[config.mk]
export PLATFORM = sky130hd
export DESIGN_NAME = featuremap_pad_fifo_writer
export DESIGN_NICKNAME = d
export VERILOG_FILES = /design/src/rtl/featuremap_pad_fifo_writer.sv
export SDC_FILE = /design/constraint.sdc
export NUM_CORES = 1
export LEC_CHECK = 0
export BUFFER_PORTS_ARGS = -buffer_cell sky130_fd_sc_hd__buf_2
export CAP_MARGIN = 20
export CORE_AREA = 2 2 78 80
export DETAILED_ROUTE_END_ITERATION = 10
export DIE_AREA = 0 0 80 82
export HOLD_SLACK_MARGIN = 0.02
export PLACE_DENSITY = 0.73
export SLEW_MARGIN = 20
export SYNTH_ARGS = -nofsm -noshare
export SYNTH_HDL_FRONTEND = slang
export SYNTH_SLANG_ARGS = --single-unit
export TNS_END_PERCENT = 1
[constraint.sdc]
create_clock -name clk -period 6.4 [get_ports clk]
set_input_delay 0.96 -clock clk [delete_from_list [all_inputs] [get_ports clk]]
set_output_delay 0.96 -clock clk [all_outputs]
set_load 0.05 [all_outputs]
[src/rtl/featuremap_pad_fifo_writer.sv]
`default_nettype none
// ============================================================================
//  featuremap_pad_fifo_writer
//  Streams a 1-pixel zero-padded {B,G,R} fp32 frame into the conv2d input FIFO.
//  Revision: 1.0
// ============================================================================
module featuremap_pad_fifo_writer #(
  parameter int                      DATA_WIDTH = 32,
  parameter int                      WIDTH      = 112,
  parameter int                      HEIGHT     = 112,
  parameter logic [DATA_WIDTH-1:0]   PAD_VALUE  = '0
) (
  input  logic                      clk,
  input  logic                      rst,
  input  logic                      start,
  input  logic [DATA_WIDTH*3-1:0]   pix_in,
  input  logic                      pix_valid,
  output logic                      pix_ready,
  input  logic                      fifo_full,
  output logic                      wrreq,
  output logic [DATA_WIDTH*3-1:0]   data_out,
  output logic                      busy,
  output logic                      frame_done
);

  localparam int c_col_w = $clog2(WIDTH + 2);
  localparam int c_row_w = $clog2(HEIGHT + 2);
  localparam logic [c_col_w-1:0] c_col_last = c_col_w'(WIDTH + 1);
  localparam logic [c_row_w-1:0] c_row_last = c_row_w'(HEIGHT + 1);

  typedef enum logic [1:0] {
    S_IDLE = 2'd0,
    S_RUN  = 2'd1,
    S_DONE = 2'd2
  } state_t;

  state_t              r_state, w_state_nxt;
  logic [c_col_w-1:0]  r_col, w_col_nxt;
  logic [c_row_w-1:0]  r_row, w_row_nxt;

  logic w_run;
  logic w_border;
  logic w_write;

  assign w_run    = (r_state == S_RUN);
  assign w_border = (r_row == '0) || (r_row == c_row_last) ||
                    (r_col == '0) || (r_col == c_col_last);
  // Border words are synthesised locally, so only interior slots wait on the source.
  assign w_write  = w_run && !fifo_full && (w_border || pix_valid);

  assign wrreq      = w_write;
  assign pix_ready  = w_run && !fifo_full && !w_border;
  assign data_out   = w_border ? {3{PAD_VALUE}} : pix_in;
  assign busy       = w_run;
  assign frame_done = (r_state == S_DONE);

  always_ff @(posedge clk or negedge rst) begin
    if (!rst) begin
      r_state <= S_IDLE;
      r_col   <= '0;
      r_row   <= '0;
    end else begin
      r_state <= w_state_nxt;
      r_col   <= w_col_nxt;
      r_row   <= w_row_nxt;
    end
  end

  always_comb begin
    w_state_nxt = r_state;
    w_col_nxt   = r_col;
    w_row_nxt   = r_row;
    case (r_state)
      S_IDLE: begin
        w_col_nxt = '0;
        w_row_nxt = '0;
        if (start) begin
          w_state_nxt = S_RUN;
        end
      end
      S_RUN: begin
        if (w_write) begin
          if (r_col == c_col_last) begin
            w_col_nxt = '0;
            if (r_row == c_row_last) begin
              w_row_nxt   = '0;
              w_state_nxt = S_DONE;
            end else begin
              w_row_nxt = r_row + c_row_w'(1);
            end
          end else begin
            w_col_nxt = r_col + c_col_w'(1);
          end
        end
      end
      S_DONE: begin
        w_col_nxt   = '0;
        w_row_nxt   = '0;
        w_state_nxt = S_IDLE;
      end
      default: begin
        w_col_nxt   = '0;
        w_row_nxt   = '0;
        w_state_nxt = S_IDLE;
      end
    endcase
  end

endmodule
`default_nettype wire

==> impl_metrics.ini, run 1 <==
[cells_and_area]
mostFrequentLayoutCell = buf_2
areaGrowthSynthToFinish_pct = 66.9
multi_input_area_um2 = 1160
fill_cells = 619
ff_latch_area_um2 = 400
layout-drive-gt1-share_pct = 50.6
final_cell_mix = buf_2 (200), and2_1 (96), nand2_1 (16), dfrtp_1 (16)
final_nets = 523

[timing]
post-route-min-period_ns = 3.57
worstMarginPinSlew_ns = 0.783
maxSlewHeadroom_pct = 47.4
setup_viol = 0
timing.final.max_slew_violations = 0
fmax_ghz = 0.280
fin_skew_ns = 0.00248
fin_crit_sh_pct = 55.8
hold_slack_ns = 0.438
rsz0062_at_grt = no
setup_tns_ns = 0
hold_viol_final = 0

[die]
initial_utilization_pct = 28.9
chipWidth_um = 80
die_area_um2 = 6560
fp.dieH_um = 82
row_count = 28
coreArea_um2 = 5750
ios = 201

[global_routing]
antenna_found_initial = 6
grtUsageTotal_pct = 19.6
grt_pass1_vias = 1935
overflow = 0
grt_max_degree = 63
grt_pass1_wl_um = 10000

[clock_network]
cts-root-buf = clkbuf_8
clkTransAtPathRegs_ns = 0.07
postCtsHoldBufs = 0
clock_sinks = 16
cts_tree = yes
clock_latency_ns = 0.26
postCtsSetupBuffers = 0
clock_path_buffers = 2
numCtsBuffers = 3
htreeDepth = 1
post_cts_resized = 0

[worst_setup_path]
crit_path_start = r_col[1]$_DFFE_PN0P_
cp_slowest_stage_delay_ns = 0.57
critical_path_class = reg2out
rr_endpoint = r_col[6]$_DFFE_PN0P_
path_buf_inv = 3
crit_path_end_kind = output pin
worstPathMaxFanout = 62
cp_slowest_cell = nor4_1
crit-reg2reg-launch = r_col[1]$_DFFE_PN0P_
critPathTopFamily = simple AND/OR/NAND/NOR gates
cp-start-kind = flip-flop
path_cells = inv_1, ha_1, nand2_1, nor4_1, nor4_2, buf_4, a211oi_1, buf_2
r2r.worst_path.cells = 9
worst_ep_required_time_ns = 5.44
crit_arrival_ns = 2.61
reg2reg_slack_ns = 3.58

[logic_synthesis]
ys_seq_area_share_pct = 24.2
synthArstFlopShare_pct = 100
syn_area_um2 = 1660
ys_types = 33
synthFlopType = dfrtp_1
netlist_instances = 223
yosysWarnings = 0
synth_nets = 330
avgSynthCellArea_um2 = 7.43
synth_edf_count = 0
ys_ff_latch = 16

[hold_path]
worstHoldPathType = reg2reg
whs_path_depth = 1
min_to = r_state[0]$_DFFE_PN0P_
hold_start = r_state[1]$_DFFE_PN0P_

[status]
status = finished clean

[drt]
route.met3.wl_um = 878
drt_wl_total_um = 7170
drt-met1-wl_um = 3100
wl_met2_um = 3120
topRoutingLayerUsed = met5
drc = 0
ant_nets = 0
drt-pass1-iter-count = 4
routedWlPerCell_um = 14.5
drtIter0Drc = 61
via_count = 2196
avgViaCountPerCell = 4.45

[placed_design]
dpl.hpwl_um = 6210
gp_congestion = 0.922
io_buffers = 200

[pwr]
peakVddDrop_mv = 0.306
p_leak_nw = 1.48
power_density_nw_per_um2 = 467

[flow_run]
maxCapViolCount = 0
## synth_stat cells (all sizes together), types with 3 or more instances
cell | n | area [um^2]
clkbuf | 10 | 37.5
o21ai | 11 | 55.1
nor4 | 6 | 37.5
a21oi | 10 | 50.1
or3 | 3 | 18.8
inv | 7 | 26.3
nand3 | 5 | 25.0
nand2 | 16 | 60.1
nor2 | 5 | 18.8
and2 | 96 | 601
buf | 4 | 35.0
dfrtp | 16 | 400
or4 | 4 | 31.3
nor3 | 4 | 30.0
ha | 6 | 75.1
## power by group
part	total [W]	leakage (nW)	internal [W]	switching [W]
clock network	0.0000942	0.0288	0.0000548	0.0000394
logic	0.00105	1.25	0.000250	0.000801
registers	0.000146	0.198	0.000119	0.0000266
## worst reg2reg max path: cells and delay by family (launching register included)
kind,cells,cell delay (ns)
AND/OR/NAND/NOR,4,1.17
adder cells (fa/ha/maj),1,0.17
AO/OA/AOI/OAI,2,0.56
flip-flops,1,0.42
buffers and inverters,2,0.43
## per-stage QoR
step / power (W) / cells / utilization [%] / instance area [um^2] / worst slack [ns]
global route: 0.00136 / 493 / 48.1 / 2760 / 2.66
global placement: 0.00119 / 486 / 47.0 / 2700 / 3.27
finish: 0.00129 / 494 / 48.1 / 2770 / 2.83
floorplan: 0.000967 / 223 / - / 1660 / 2.59
CTS: 0.00130 / 490 / 48.0 / 2760 / 2.84
detailed placement: 0.00120 / 486 / 47.0 / 2700 / 3.16
## final cells by class
class	count	share of cell area, %
inverters	7	0.950
flip-flops and latches	16	14.5
diodes	4	0.362
well taps	75	3.39
clock buffers	4	1.99
multi-input cells	186	42.1
repair buffers	202	36.7
## sequential cells by signal, summed over array words and instances (netlist names)
signal,flops
r_state,2
r_col,7
r_row,7
## worst max path at each step
stage	slack, ns	to	cells after the start
final	2.83	wrreq	8
after global routing	2.66	wrreq	8
after CTS	2.84	wrreq	8
after detailed placement	3.16	wrreq	8
after global placement	3.27	wrreq	8
after floorplan	2.59	wrreq	8
## kinds of logic after synthesis
kind of cell | count (synthesis) | synth area share [%]
simple gates | 148 | 53.7
buf+inv | 21 | 5.96
compound gates | 30 | 10.6
xor+xnor | 2 | 1.06
fa+ha+maj | 6 | 4.53
flops | 16 | 24.2
## per-layer routing
metal,vias up,track usage [%]
met5,-,0
met2,103,29.3
met3,7,9.23
met4,4,3.56
met1,956,26.0
li1,1126,-
Note: power is estimated with default switching activity, not from simulation.
==> run 2, diff against run 1 <==
--- a/config.mk
+++ b/config.mk
@@ -7,11 +7,11 @@
 export LEC_CHECK = 0
 export BUFFER_PORTS_ARGS = -buffer_cell sky130_fd_sc_hd__buf_2
 export CAP_MARGIN = 20
-export CORE_AREA = 2 2 78 80
+export CORE_AREA = 2 2 79 81
 export DETAILED_ROUTE_END_ITERATION = 10
-export DIE_AREA = 0 0 80 82
+export DIE_AREA = 0 0 81 83
 export HOLD_SLACK_MARGIN = 0.02
-export PLACE_DENSITY = 0.73
+export PLACE_DENSITY = 0.71
 export SLEW_MARGIN = 20
 export SYNTH_ARGS = -nofsm -noshare
 export SYNTH_HDL_FRONTEND = slang
==> constraint.sdc (replaced) <==
create_clock -name clk -period 3.7 [get_ports clk]
set_input_delay 0.555 -clock clk [delete_from_list [all_inputs] [get_ports clk]]
set_output_delay 0.555 -clock clk [all_outputs]
set_load 0.05 [all_outputs]
==> impl_metrics.ini, run 2 (same netlist as run 1, synthesis figures left out) <==
[clock_network]
clock_latency_ns = 0.26
clock_sinks = 16
cts-root-buf = clkbuf_8
clkTransAtPathRegs_ns = 0.07
cts_tree = yes
post_cts_resized = 0
postCtsHoldBufs = 0
numCtsBuffers = 3
htreeDepth = 1
postCtsSetupBuffers = 0
clock_path_buffers = 2

[flow_run]
maxCapViolCount = 0

[timing]
setup_tns_ns = 0
fmax_ghz = 0.324
fin_crit_sh_pct = 83.3
timing.final.max_slew_violations = 0
worstMarginPinSlew_ns = 0.622
setup_slack_ns = 0.616
rsz0062_at_grt = no
maxSlewHeadroom_pct = 58.2
fin_skew_ns = 0.00174
post-route-min-period_ns = 3.08
setup_viol = 0
hold_viol_final = 0

[worst_setup_path]
worst_ep_required_time_ns = 3.14
cp-start-kind = flip-flop
crit_path_end_kind = output pin
crit_arrival_ns = 2.53
worstPathMaxFanout = 56
critical_path_class = reg2out

[global_routing]
overflow = 0
grt_pass1_wl_um = 10500
antenna_found_initial = 1
grt_pass1_vias = 2058
grt_max_degree = 57
grtUsageTotal_pct = 19.5

[cells_and_area]
layout-drive-gt1-share_pct = 50.7
mostFrequentLayoutCell = buf_2
final_nets = 524
diodes = 0
fill_cells = 599
largestRegisters = r_col x7, r_row x7, r_state x2
final_cells = 491
final_cell_mix = buf_2 (200), and2_1 (96), nand2_1 (16), dfrtp_1 (16), o21ai_0 (11)
multi_input_area_um2 = 1160
areaGrowthSynthToFinish_pct = 66.7
final_area_um2 = 2760
ff_latch_area_um2 = 400

[pwr]
peakVddDrop_mv = 0.612
p_leak_nw = 1.49
power_density_nw_per_um2 = 805

[die]
initial_utilization_pct = 28.5
coreArea_um2 = 5820
die_area_um2 = 6720
ios = 201
row_count = 28
chipWidth_um = 81
fp.dieH_um = 83

[placed_design]
dp_cells = 487
io_buffers = 200
postPlaceCellArea_um2 = 2710
dpl.hpwl_um = 5990
gp_congestion = 0.846
dp_slack_ns = 0.892

[drt]
routedWlPerCell_um = 14.1
drtIter0Drc = 38
avgViaCountPerCell = 4.56
drt-pass1-iter-count = 4
drc = 0
via_count = 2238
drt_wl_total_um = 6930
ant_nets = 0

[hold_path]
worstHoldPathType = in2async

[status]
status = finished clean
[run 2: cell types whose count changed in the layout (fill, tap and decap cells not counted), sizes merged]
cell   delta
diode     -4
buf       +1
[run 2: metal layers]
metal | track usage, % | wire length, um | vias up
met4 | 3.70 | 61 | 0
met3 | 4.24 | 656 | 7
li1 | - | - | 1125
met5 | 0 | 0 | -
met1 | 25.3 | 2950 | 1000
met2 | 33.0 | 3260 | 106
[run 2: power breakdown]
group	switching (W)	leakage, nW	internal (W)
Combinational	0.00138	1.26	0.000431
Clock	0.0000658	0.0288	0.0000947
Sequential	0.0000431	0.198	0.000206
[run 2: through the flow]
stage                     utilization (%)  hold slack, ns  total power [W]
after floorplan                         -           0.259          0.00167
after global placement               46.6           0.432          0.00206
after detailed placement             46.6           0.433          0.00208
after CTS                            47.5           0.211          0.00224
after global routing                 47.5           0.235          0.00234
final                                47.5           0.199          0.00222
[run 2: cell type report]
class	instances	share of cell area, %
Multi-Input combinational cell	186	42.1
Inverter	7	0.951
Tap cell	75	3.40
Sequential cell	16	14.5
Clock buffer	4	1.99
Timing Repair Buffer	203	37.0
[run 2: final timing paths]
kind,startpoint,endpoint,slack [ns],depth (start not counted)
setup / recovery,r_col[0]$_DFFE_PN0P_,wrreq,0.62,8
setup reg to reg,r_col[0]$_DFFE_PN0P_,r_col[6]$_DFFE_PN0P_,0.96,9
max in group asynchronous,rst,r_col[6]$_DFFE_PN0P_,3.23,1
hold / removal,rst,r_row[3]$_DFFE_PN0P_,0.20,1
hold reg to reg,r_state[1]$_DFFE_PN0P_,r_state[0]$_DFFE_PN0P_,0.44,1
min in group clk,r_state[1]$_DFFE_PN0P_,r_state[0]$_DFFE_PN0P_,0.44,1
[run 2: critical path, cell delays in order, from the launching register on]
cell,delay [ns]
dfrtp_1,0.44
inv_1,0.12
ha_1,0.14
or4b_1,0.46
nor3_2,0.17
nor4_2,0.09
buf_4,0.28
a211oi_1,0.26
buf_2,0.30
